File: src/rtl/lcd_rom_pixel_streamer.sv
// Streams one frame of pixels from a 1-cycle registered-read image ROM to an LCD valid/ready sink.
// Optional build macro LCD_STREAM_LOOP_EN: back-to-back frames while start is held at frame end.
module lcd_rom_pixel_streamer #(
  parameter int ADDR_WIDTH  = 8,
  parameter int DATA_WIDTH  = 16,
  parameter int PIXEL_COUNT = 256
) (
  input  logic                  clk,
  input  logic                  rst,
  input  logic                  start,
  output logic                  busy,
  output logic                  done,
  output logic [ADDR_WIDTH-1:0] rom_addr,
  input  logic [DATA_WIDTH-1:0] rom_data,
  output logic [DATA_WIDTH-1:0] pix_data,
  output logic                  pix_valid,
  input  logic                  pix_ready,
  output logic                  pix_last
);

`ifdef LCD_STREAM_LOOP_EN
  localparam bit LOOP_EN = 1'b1;
`else
  localparam bit LOOP_EN = 1'b0;
`endif

  localparam int                    CW        = ADDR_WIDTH + 1;
  localparam logic [CW-1:0]         COUNT     = CW'(PIXEL_COUNT);
  localparam logic [CW-1:0]         LAST_IDX  = CW'(PIXEL_COUNT - 1);
  localparam logic [ADDR_WIDTH-1:0] LAST_ADDR = ADDR_WIDTH'(PIXEL_COUNT - 1);

  typedef enum logic {
    IDLE,
    RUN
  } state_t;

  state_t state, state_next;

  logic [CW-1:0]         fetch_idx;
  logic                  inflight;
  logic                  inflight_last;
  logic [1:0]            buf_cnt;
  logic [DATA_WIDTH-1:0] buf_data0, buf_data1;
  logic                  buf_last0, buf_last1;
  logic                  wrapped;

  logic       pop, pop_last, restart, end_frame, issue, wrap_now, late_wrap;
  logic [1:0] occupancy;

  // rom_addr always points at the next unissued address; the ROM reads it every cycle,
  // and a read only counts as a fetch in cycles where the credit check lets it issue.
  always_comb begin
    pix_valid = (buf_cnt != 2'd0);
    pix_data  = buf_data0;
    pix_last  = buf_last0 && pix_valid;
    busy      = (state == RUN);
    pop       = pix_valid && pix_ready;
    pop_last  = pop && buf_last0;
    restart   = LOOP_EN && start;
    end_frame = pop_last && !restart;
    occupancy = buf_cnt + {1'b0, inflight} - {1'b0, pop};
    issue     = (state == RUN) && !end_frame && (fetch_idx < COUNT) && (occupancy < 2'd2);
    wrap_now  = issue && (fetch_idx == LAST_IDX) && restart && !wrapped;
    late_wrap = (state == RUN) && !issue && !pop_last && (fetch_idx == COUNT)
                && restart && !wrapped;
  end

  always_comb begin
    state_next = state;
    case (state)
      IDLE:    if (start) state_next = RUN;
      RUN:     if (end_frame) state_next = IDLE;
      default: state_next = IDLE;
    endcase
  end

  always_ff @(posedge clk) begin
    if (rst) state <= IDLE;
    else     state <= state_next;
  end

  always_ff @(posedge clk) begin
    if (rst) begin
      done          <= 1'b0;
      rom_addr      <= '0;
      fetch_idx     <= '0;
      inflight      <= 1'b0;
      inflight_last <= 1'b0;
      buf_cnt       <= '0;
      buf_data0     <= '0;
      buf_data1     <= '0;
      buf_last0     <= 1'b0;
      buf_last1     <= 1'b0;
      wrapped       <= 1'b0;
    end else begin
      done <= pop_last;
      if (state == IDLE || end_frame) begin
        // Ending a frame also drops any next-frame prefetch made while start was high.
        rom_addr      <= '0;
        fetch_idx     <= '0;
        inflight      <= 1'b0;
        inflight_last <= 1'b0;
        buf_cnt       <= '0;
        buf_last0     <= 1'b0;
        buf_last1     <= 1'b0;
        wrapped       <= 1'b0;
      end else begin
        inflight      <= issue;
        inflight_last <= issue && (fetch_idx == LAST_IDX);
        if (wrap_now || late_wrap) begin
          fetch_idx <= '0;
          rom_addr  <= '0;
          wrapped   <= 1'b1;
        end else if (issue) begin
          fetch_idx <= fetch_idx + CW'(1);
          if (rom_addr != LAST_ADDR) rom_addr <= rom_addr + ADDR_WIDTH'(1);
        end
        // Continuing past pix_last: the next frame is either already prefetched or starts now.
        if (pop_last) begin
          if (!wrapped) begin
            fetch_idx <= '0;
            rom_addr  <= '0;
          end
          wrapped <= 1'b0;
        end
        case ({inflight, pop})
          2'b10: begin
            if (buf_cnt == 2'd0) begin
              buf_data0 <= rom_data;
              buf_last0 <= inflight_last;
            end else begin
              buf_data1 <= rom_data;
              buf_last1 <= inflight_last;
            end
            buf_cnt <= buf_cnt + 2'd1;
          end
          2'b01: begin
            buf_data0 <= buf_data1;
            buf_last0 <= buf_last1;
            buf_cnt   <= buf_cnt - 2'd1;
          end
          2'b11: begin
            if (buf_cnt == 2'd1) begin
              buf_data0 <= rom_data;
              buf_last0 <= inflight_last;
            end else begin
              buf_data0 <= buf_data1;
              buf_last0 <= buf_last1;
              buf_data1 <= rom_data;
              buf_last1 <= inflight_last;
            end
          end
          default: ;
        endcase
      end
    end
  end

endmodule
File: config.mk
export PLATFORM = sky130hd
export DESIGN_NAME = lcd_rom_pixel_streamer
export DESIGN_NICKNAME = d
export VERILOG_FILES = /design/src/rtl/lcd_rom_pixel_streamer.sv
export SDC_FILE = /design/constraint.sdc
export NUM_CORES = 1
export LEC_CHECK = 0
export CORE_MARGIN = 2
export CORE_UTILIZATION = 30
export CTS_CLUSTER_DIAMETER = 200
export DETAILED_ROUTE_END_ITERATION = 7
export SYNTH_ARGS = -nofsm -noshare
export SYNTH_HDL_FRONTEND = slang
export SYNTH_SLANG_ARGS = --single-unit
File: constraint.sdc
create_clock -name clk -period 3 [get_ports clk]
set_input_delay 0.3 -clock clk [delete_from_list [all_inputs] [get_ports clk]]
set_output_delay 0.3 -clock clk [all_outputs]
set_load 0.05 [all_outputs]
; ---- Yosys cells after proc, flatten, opt, wreduce, memory -nomap -nowiden
; Index checks and enable logic that the tools add are counted.
[op_classes]
n_addsub = 6
order_cmp = 2
n_eq_ne = 9
mux = 16
n_bitwise = 2
n_reduce_logical = 21
[op_table]
columns = op, count
row1 = two-way mux 16 bit, 4
row2 = one-hot mux 16 bit (3 select lines), 1
row3 = one-hot mux 16 bit (2 select lines), 1
row4 = "adder 9 x 1 -> 9 bit, second input constant", 1
row5 = "== test 9 x 8 -> 1 bit, second input constant", 1
row6 = "less-than comparator 9 bit, second input constant", 1
row7 = "adder 8 x 1 -> 8 bit, second input constant", 1
row8 = "inequality test 8 bit, second input constant", 1
row9 = logical AND 1 bit, 7
row10 = two-way mux 1 bit, 6
row11 = "inequality test 2 bit, second input constant", 3
row12 = AND reduction 3 bit, 2
row13 = nonzero test 2 bit, 3
row14 = "== test 2 x 1 -> 1 bit, second input constant", 2
row15 = "== test 2 bit, second input constant", 2
row16 = one-hot mux 1 bit (2 select lines), 2
row17 = one-hot mux 2 bit (2 select lines), 1
row18 = AND reduction 2 bit, 2
row19 = AND reduction 4 bit, 1
row20 = one-hot mux 1 bit (3 select lines), 1
row21 = nonzero test 3 bit, 1
row22 = OR reduction 3 bit, 1
row23 = adder 2 x 1 -> 2 bit, 1
row24 = "adder 2 x 1 -> 2 bit, second input constant", 1
row25 = other kinds (8), 9
[word_totals]
regBits = 57
in_bits = 20
output_inout_bits = 28

; ---- Logic depth before layout (Yosys ltp)
; Gate-level depths: netlist of run 1.
[logic_depth]
word_depth = 8
mapped_depth = 9

; ---- Worst setup path before layout of run 1
; No wires, ideal clock.
[synth_timing]
path_kind = reg2reg
start = register buf_cnt[0]
end = register rom_addr[7]
setup_time_ps = 131
arrival_time_ps = 2120
t_required_ps = 2869
path_slack_ps = 749
stages_incl_launch_ff = 10
n_path_buf = 1
cell_sequence = dfxtp_1 > inv_1 > ha_1 > nand2b_1 > a21oi_1 > o21ai_2 > or3_1 > buf_6 > o41ai_1 > a21oi_1
[synth_between]
elab_chain_len = 8
elab_cells_between_ends = 13
[synth_lines]
columns = element, line_no
row1 = "start, declared", 42  ; logic [1:0] buf_cnt;
row2 = "start signal, assigned", 135  ; buf_cnt <= buf_cnt + 2'd1;
row3 = "start signal, assigned", 140  ; buf_cnt <= buf_cnt - 2'd1;
row4 = branches (longest 8 deep; another with adder 2 x 1 -> 2 bit), n/a
row5 = "end signal, assigned", 116  ; if (rom_addr != LAST_ADDR) rom_addr <= rom_addr + ADDR_WIDTH'(1);
row6 = "end, declared", 13  ; output logic [ADDR_WIDTH-1:0] rom_addr,
; Several ways; the timed one is not identified.
; A chain may end at the register's enable or synchronous reset.

; ---- Worst setup path after layout of run 1
; Same ends and word-level chain as after synthesis.

==> results of run 1 <==
==> cell usage after synthesis, drive strengths merged (7+ instances only) <==
master,number
dfxtp,57
nor2,49
mux2i,35
a211oi,18
nand2,15
a21oi,14
clkbuf,9
and3,8
nand3,8
o21ai,7
==> sequential cells by signal, summed over array words and instances (netlist names) <==
signal,cells
busy,1
fetch_idx,9
buf_data1,16
inflight_last,1
buf_cnt,2
rom_addr,8
buf_last1,1
done,1
buf_last0,1
inflight,1
pix_data,16
==> cell type report <==
class	instances	area, um^2	share of cell area
inverter	6	22.5	0.00685
sequential	57	1140	0.347
multi-input combinational	204	1340	0.407
clock inverter	6	36.3	0.0110
clock buffer	9	124	0.0377
tap	105	131	0.0400
timing repair buffer	50	493	0.150
==> worst max-delay path, stage by stage (launching register included) <==
cell      delay, ps
dfxtp_1         490
inv_1           140
ha_1            280
nand2b_1        200
a21oi_1         230
o21ai_2         120
or3_1           470
o41ai_1         370
a21oi_1         100
==> per-stage QoR <==
step / instance area, um^2 / hold WS, ps
2_1_floorplan: 2560 / 425
3_3_place_gp: 3130 / 454
3_5_place_dp: 3130 / 450
4_1_cts: 3290 / 466
5_1_grt: 3290 / 498
6_report: 3290 / 465
==> power groups by stage <==
stage	Clock [mW]	Sequential [mW]	Combinational (mW)
6_report	0.591	0.777	0.156
5_1_grt	0.651	0.778	0.169
4_1_cts	0.613	0.777	0.157
3_5_place_dp	0	0.794	0.156
3_3_place_gp	0	0.793	0.156
2_1_floorplan	0	0.824	0.0650
==> worst paths after layout <==
kind                        startpoint                         to  slack (ps)  cells after the start
max            buf_cnt[0]$_SDFFE_PP0P_   rom_addr[7]$_SDFFE_PP0P_         460                      8
min          fetch_idx[8]$_SDFFE_PP0P_  fetch_idx[8]$_SDFFE_PP0P_         460                      2
max reg2reg    buf_cnt[0]$_SDFFE_PP0P_   rom_addr[7]$_SDFFE_PP0P_         460                      8
min reg2reg  fetch_idx[8]$_SDFFE_PP0P_  fetch_idx[8]$_SDFFE_PP0P_         460                      2
==> placed cells by master, fill, tap and decap left out, drive strengths merged, types with 8 or more instances in the layout <==
cell type,count
a21oi,14
mux2i,35
a211oi,18
clkbuf,9
nor2,49
and3,8
dfxtp,57
nand2,15
nand3,8
clkdlybuf4s50,47
==> routing by layer <==
metal / global-route usage / up-vias / routed length (um)
met5: 0 / - / 0
met4: 0.0704 / 0 / 121
li1: - / 1095 / -
met3: 0.0310 / 9 / 223
met1: 0.172 / 952 / 2770
met2: 0.186 / 42 / 2460
==> cells by family after synthesis <==
group | share of synthesized area
DFF | 0.445
and+or+nand+nor | 0.206
adders and majority gates | 0.0293
muxes | 0.137
AOI/OAI and AO/OA | 0.128
buffers and inverters | 0.0337
xor gates and xnor gates | 0.0205
==> results.json, run 1 <==
{
  "ys_types": 40,
  "drive_gt1_frac": 0.0813,
  "cts_setup_buffers": 0,
  "cp_data_required_time_ps": 3200,
  "rsz0062_at_grt": "false",
  "diodes": 0,
  "synthCells": 281,
  "cts.sinks": 57,
  "grt_first_pass_wirelength_um": 9010,
  "clkTransAtPathRegs_ps": 60,
  "critical_path_peak_fanout": 10,
  "die_area_um2": 9300,
  "antenna_found_initial": 0,
  "setup_viol_count_final": 0,
  "synth_edf_count": 0,
  "max-clock-path-buffers": 2,
  "pre_cts_slack_ps": 454,
  "cts_buffers": 9,
  "ios": 48,
  "h-tree-depth": 3,
  "grt_use_total": 0.127,
  "synth.largest_area_cell": "dfxtp_1",
  "async_reset_ff_frac": 0,
  "cts-resized-gates": 0,
  "cts_tree": "yes",
  "firstDrtPassIters": 4,
  "total_power_mw": 1.52,
  "synth_fp_nets": 307,
  "worstPathArrival_ps": 2740,
  "grt_max_degree": 38,
  "synth-seq-cells": 57,
  "min_period_ps": 2540,
  "hold_viol": 0,
  "clockRootBuffer": "clkbuf_8",
  "cp-start-kind": "flop",
  "stdcell_count": 437,
  "synthTopCellsByArea": "dfxtp_1, mux2i_1, nor2_1",
  "maxCapViolations": 0,
  "overflow": 0,
  "power_frac_comb": 0.102,
  "fill_cells": 847,
  "avgSynthCellArea_um2": 9.12,
  "finalCritPeriodShare": 0.847,
  "drv_slew": 0,
  "gp_congestion": 0.810,
  "postLayoutCoreUtil": 0.398,
  "finalWorstSetupSlack_ps": 458,
  "p_clk_frac": 0.388,
  "dp_hpwl_um": 3910,
  "wl_um": 5570,
  "total_leakage_power_nw": 1.38,
  "std_cell_rows": 33,
  "end_kind": "flop",
  "switching_power_mw": 0.404,
  "place_inst": 422,
  "synth-seq-area-share": 0.445,
  "final_nets": 354,
  "fp.dieH_um": 96.4,
  "vdd_drop_max_v": 0.000182,
  "hp-class": "flop to flop",
  "p_seq_frac": 0.510,
  "switching_share": 0.265,
  "yosys_warnings": 0,
  "final.setup_skew_ps": 10.6,
  "fmax_ghz": 0.393,
  "synth_top_cell_area_share": 0.445,
  "clkLatencyLatePin_ps": 330,
  "ant_nets": 0,
  "p_per_area_nw_per_um2": 463,
  "vias": 2098,
  "synth_area_um2": 2560,
  "core_um2": 8260,
  "status": "finished, final reports clean",
  "die-width_um": 96.4,
  "slew_headroom": 0.568,
  "ctsHoldBuffers": 0,
  "drt_iter0_drc": 80,
  "worst-setup-path-type": "flop to flop",
  "syn2layout_area_growth_pct": 28.2,
  "initial_core_util": 0.310,
  "ys.flop_type": "dfxtp_1",
  "drc_errors": 0,
  "intPower_mw": 1.12,
  "tns_ps": 0,
  "worst_pin_slew_ps": 642,
  "grt_pass1_vias": 1889,
  "io_buffers": 47,
  "avgRoutedWirePerCell_um": 12.7,
  "viasPerCell": 4.80
}
No activity file was read; power rests on OpenSTA's default activity.
==> inputs of run 2 (changes only) <==
==> constraint.sdc (replaced) <==
create_clock -name clk -period 2.6 [get_ports clk]
set_input_delay 0.26 -clock clk [delete_from_list [all_inputs] [get_ports clk]]
set_output_delay 0.26 -clock clk [all_outputs]
set_load 0.05 [all_outputs]
==> run 2 against run 1 <==
Final cell count is 0.69% higher. Sequential cell count stayed put. Final area is 2.7% higher. Sequential power is 15% higher. Non-clock buffer count is 2 higher. Hold slack worse by 8.4 ps. Via count is 0.62% higher. Clock skew is 3.8 ps lower.
==> results.json, run 2 (same netlist as run 1, synthesis figures left out) <==
{
  "status": "finished, final reports clean",
  "ant_nets": 0,
  "cts.sinks": 57,
  "grt_use_total": 0.127,
  "grt.busiest_layer": "met2",
  "antenna_found_initial": 0,
  "vdd_drop_max_v": 0.000193,
  "fmax_ghz": 0.417,
  "final_nets": 356,
  "grt_max_degree": 38,
  "slowest_stage": "or3_4",
  "cp_data_required_time_ps": 2810,
  "place_inst": 424,
  "clockRootBuffer": "clkbuf_8",
  "worst-setup-path-type": "flop to flop",
  "total_leakage_power_nw": 1.42,
  "hold_viol": 0,
  "path_cells": "inv_1 -> ha_1 -> nand2b_1 -> a21oi_1 -> o21ai_2 -> or3_4 -> o41ai_1 -> a21oi_1",
  "diodes": 0,
  "h-tree-depth": 3,
  "worst_pin_slew_ps": 592,
  "gp_congestion": 0.836,
  "pre_cts_slack_ps": 62.3,
  "initial_core_util": 0.310,
  "hp-class": "flop to flop",
  "cp_common_cell": "a21oi_1",
  "finalCritPeriodShare": 0.923,
  "core_um2": 8260,
  "grt_pass1_vias": 1906,
  "slowest_delay_ps": 400,
  "cts_tree": "yes",
  "design_area_um2": 3370,
  "die-width_um": 96.4,
  "grt.met3_usage": 0.0442,
  "slew_headroom": 0.602,
  "grt_first_pass_wirelength_um": 9030,
  "finalWorstSetupSlack_ps": 201,
  "ios": 48,
  "dpl_cell_area_um2": 3140,
  "end_kind": "flop",
  "drive_gt1_frac": 0.0925,
  "setup_viol_count_final": 0,
  "dp_hpwl_um": 3910,
  "mostFrequentLayoutCell": "dfxtp_1",
  "syn2layout_area_growth_pct": 31.6,
  "worstPathArrival_ps": 2600,
  "clkLatencyLatePin_ps": 330,
  "viasPerCell": 4.80,
  "io_buffers": 47,
  "rsz0062_at_grt": "false",
  "fp.dieH_um": 96.4,
  "tns_ps": 0,
  "grt.met2_usage": 0.190,
  "final.setup_skew_ps": 6.73,
  "p_per_area_nw_per_um2": 590,
  "avgRoutedWirePerCell_um": 12.8,
  "vias": 2111,
  "min_period_ps": 2400,
  "clkTransAtPathRegs_ps": 60,
  "use_met1": 0.166,
  "hold_ws_ps": 456,
  "overflow": 0,
  "final_cell_mix": "dfxtp_1, nor2_1, clkdlybuf4s50_1, mux2i_1, a211oi_1",
  "wl_um": 5650,
  "die_area_um2": 9300,
  "cts_buffers": 9,
  "max-clock-path-buffers": 2,
  "maxCapViolations": 0,
  "firstDrtPassIters": 5,
  "std_cell_rows": 33,
  "drc_errors": 0,
  "cp-start-kind": "flop",
  "critical_path_peak_fanout": 10,
  "drv_slew": 0,
  "stdcell_count": 440,
  "drt_iter0_drc": 69
}
==> run 2: path summary, 6_finish.rpt <==
check,from,to,slack (ps),depth (start not counted)
setup / recovery,buf_cnt[1]$_SDFFE_PP0P_,rom_addr[7]$_SDFFE_PP0P_,200,8
hold / removal,fetch_idx[8]$_SDFFE_PP0P_,fetch_idx[8]$_SDFFE_PP0P_,460,2
setup reg to reg,buf_cnt[1]$_SDFFE_PP0P_,rom_addr[7]$_SDFFE_PP0P_,200,8
hold reg to reg,fetch_idx[8]$_SDFFE_PP0P_,fetch_idx[8]$_SDFFE_PP0P_,460,2
==> run 2: power breakdown <==
| part | total, mW | leakage (nW) | internal, mW | switching, mW |
|---|---|---|---|---|
| clock network | 0.913 | 0.116 | 0.574 | 0.339 |
| registers | 0.896 | 0.461 | 0.886 | 0.0102 |
| logic | 0.183 | 0.846 | 0.0745 | 0.108 |
==> run 2: critical path: cells and delay by family, from the launching register on <==
family          cells  cell delay (ps)
flops               1              390
simple gates        2              600
compound gates      4              880
fa+ha+maj           1              270
buf+inv             1              130
==> run 2: per-stage QoR <==
step,power (mW),utilization
after floorplan,1.03,-
after global placement,1.10,0.380
after detailed placement,1.10,0.380
final,1.99,0.409
after CTS,2.02,0.408
after global routing,2.07,0.409
==> run 2: what timing repair did <==
item | 4_1_cts | 5_1_grt
setup endpoints to repair | 0 | 4
hold buffers | 0 | 0
setup buffers | 0 | 0
resized for setup | 0 | 2
==> run 2: area by class of cell <==
| class | count | area [um^2] |
|---|---|---|
| Fill cell | 846 | 4880 |
| Multi-Input combinational cell | 204 | 1340 |
| Tap cell | 105 | 131 |
| Clock buffer | 15 | 196 |
| Timing Repair Buffer | 52 | 508 |
| Sequential cell | 57 | 1140 |
| Clock inverter | 1 | 30.0 |
| Inverter | 6 | 22.5 |
==> run 2: layer usage <==
metal	up-vias	share of wire
met4	0	0.015
met5	-	0
met2	43	0.46
met1	967	0.49
met3	7	0.043
li1	1094	-
==> inputs of run 3 (changes only) <==
--- a/config.mk
+++ b/config.mk
@@ -7,7 +7,7 @@
 export LEC_CHECK = 0
 export CORE_MARGIN = 2
 export CORE_UTILIZATION = 30
-export CTS_CLUSTER_DIAMETER = 200
+export CTS_CLUSTER_DIAMETER = 40
 export DETAILED_ROUTE_END_ITERATION = 7
 export SYNTH_ARGS = -nofsm -noshare
 export SYNTH_HDL_FRONTEND = slang
==> results of run 3 <==
No change in the layout: final DEF, timing and power equal those of run 2.
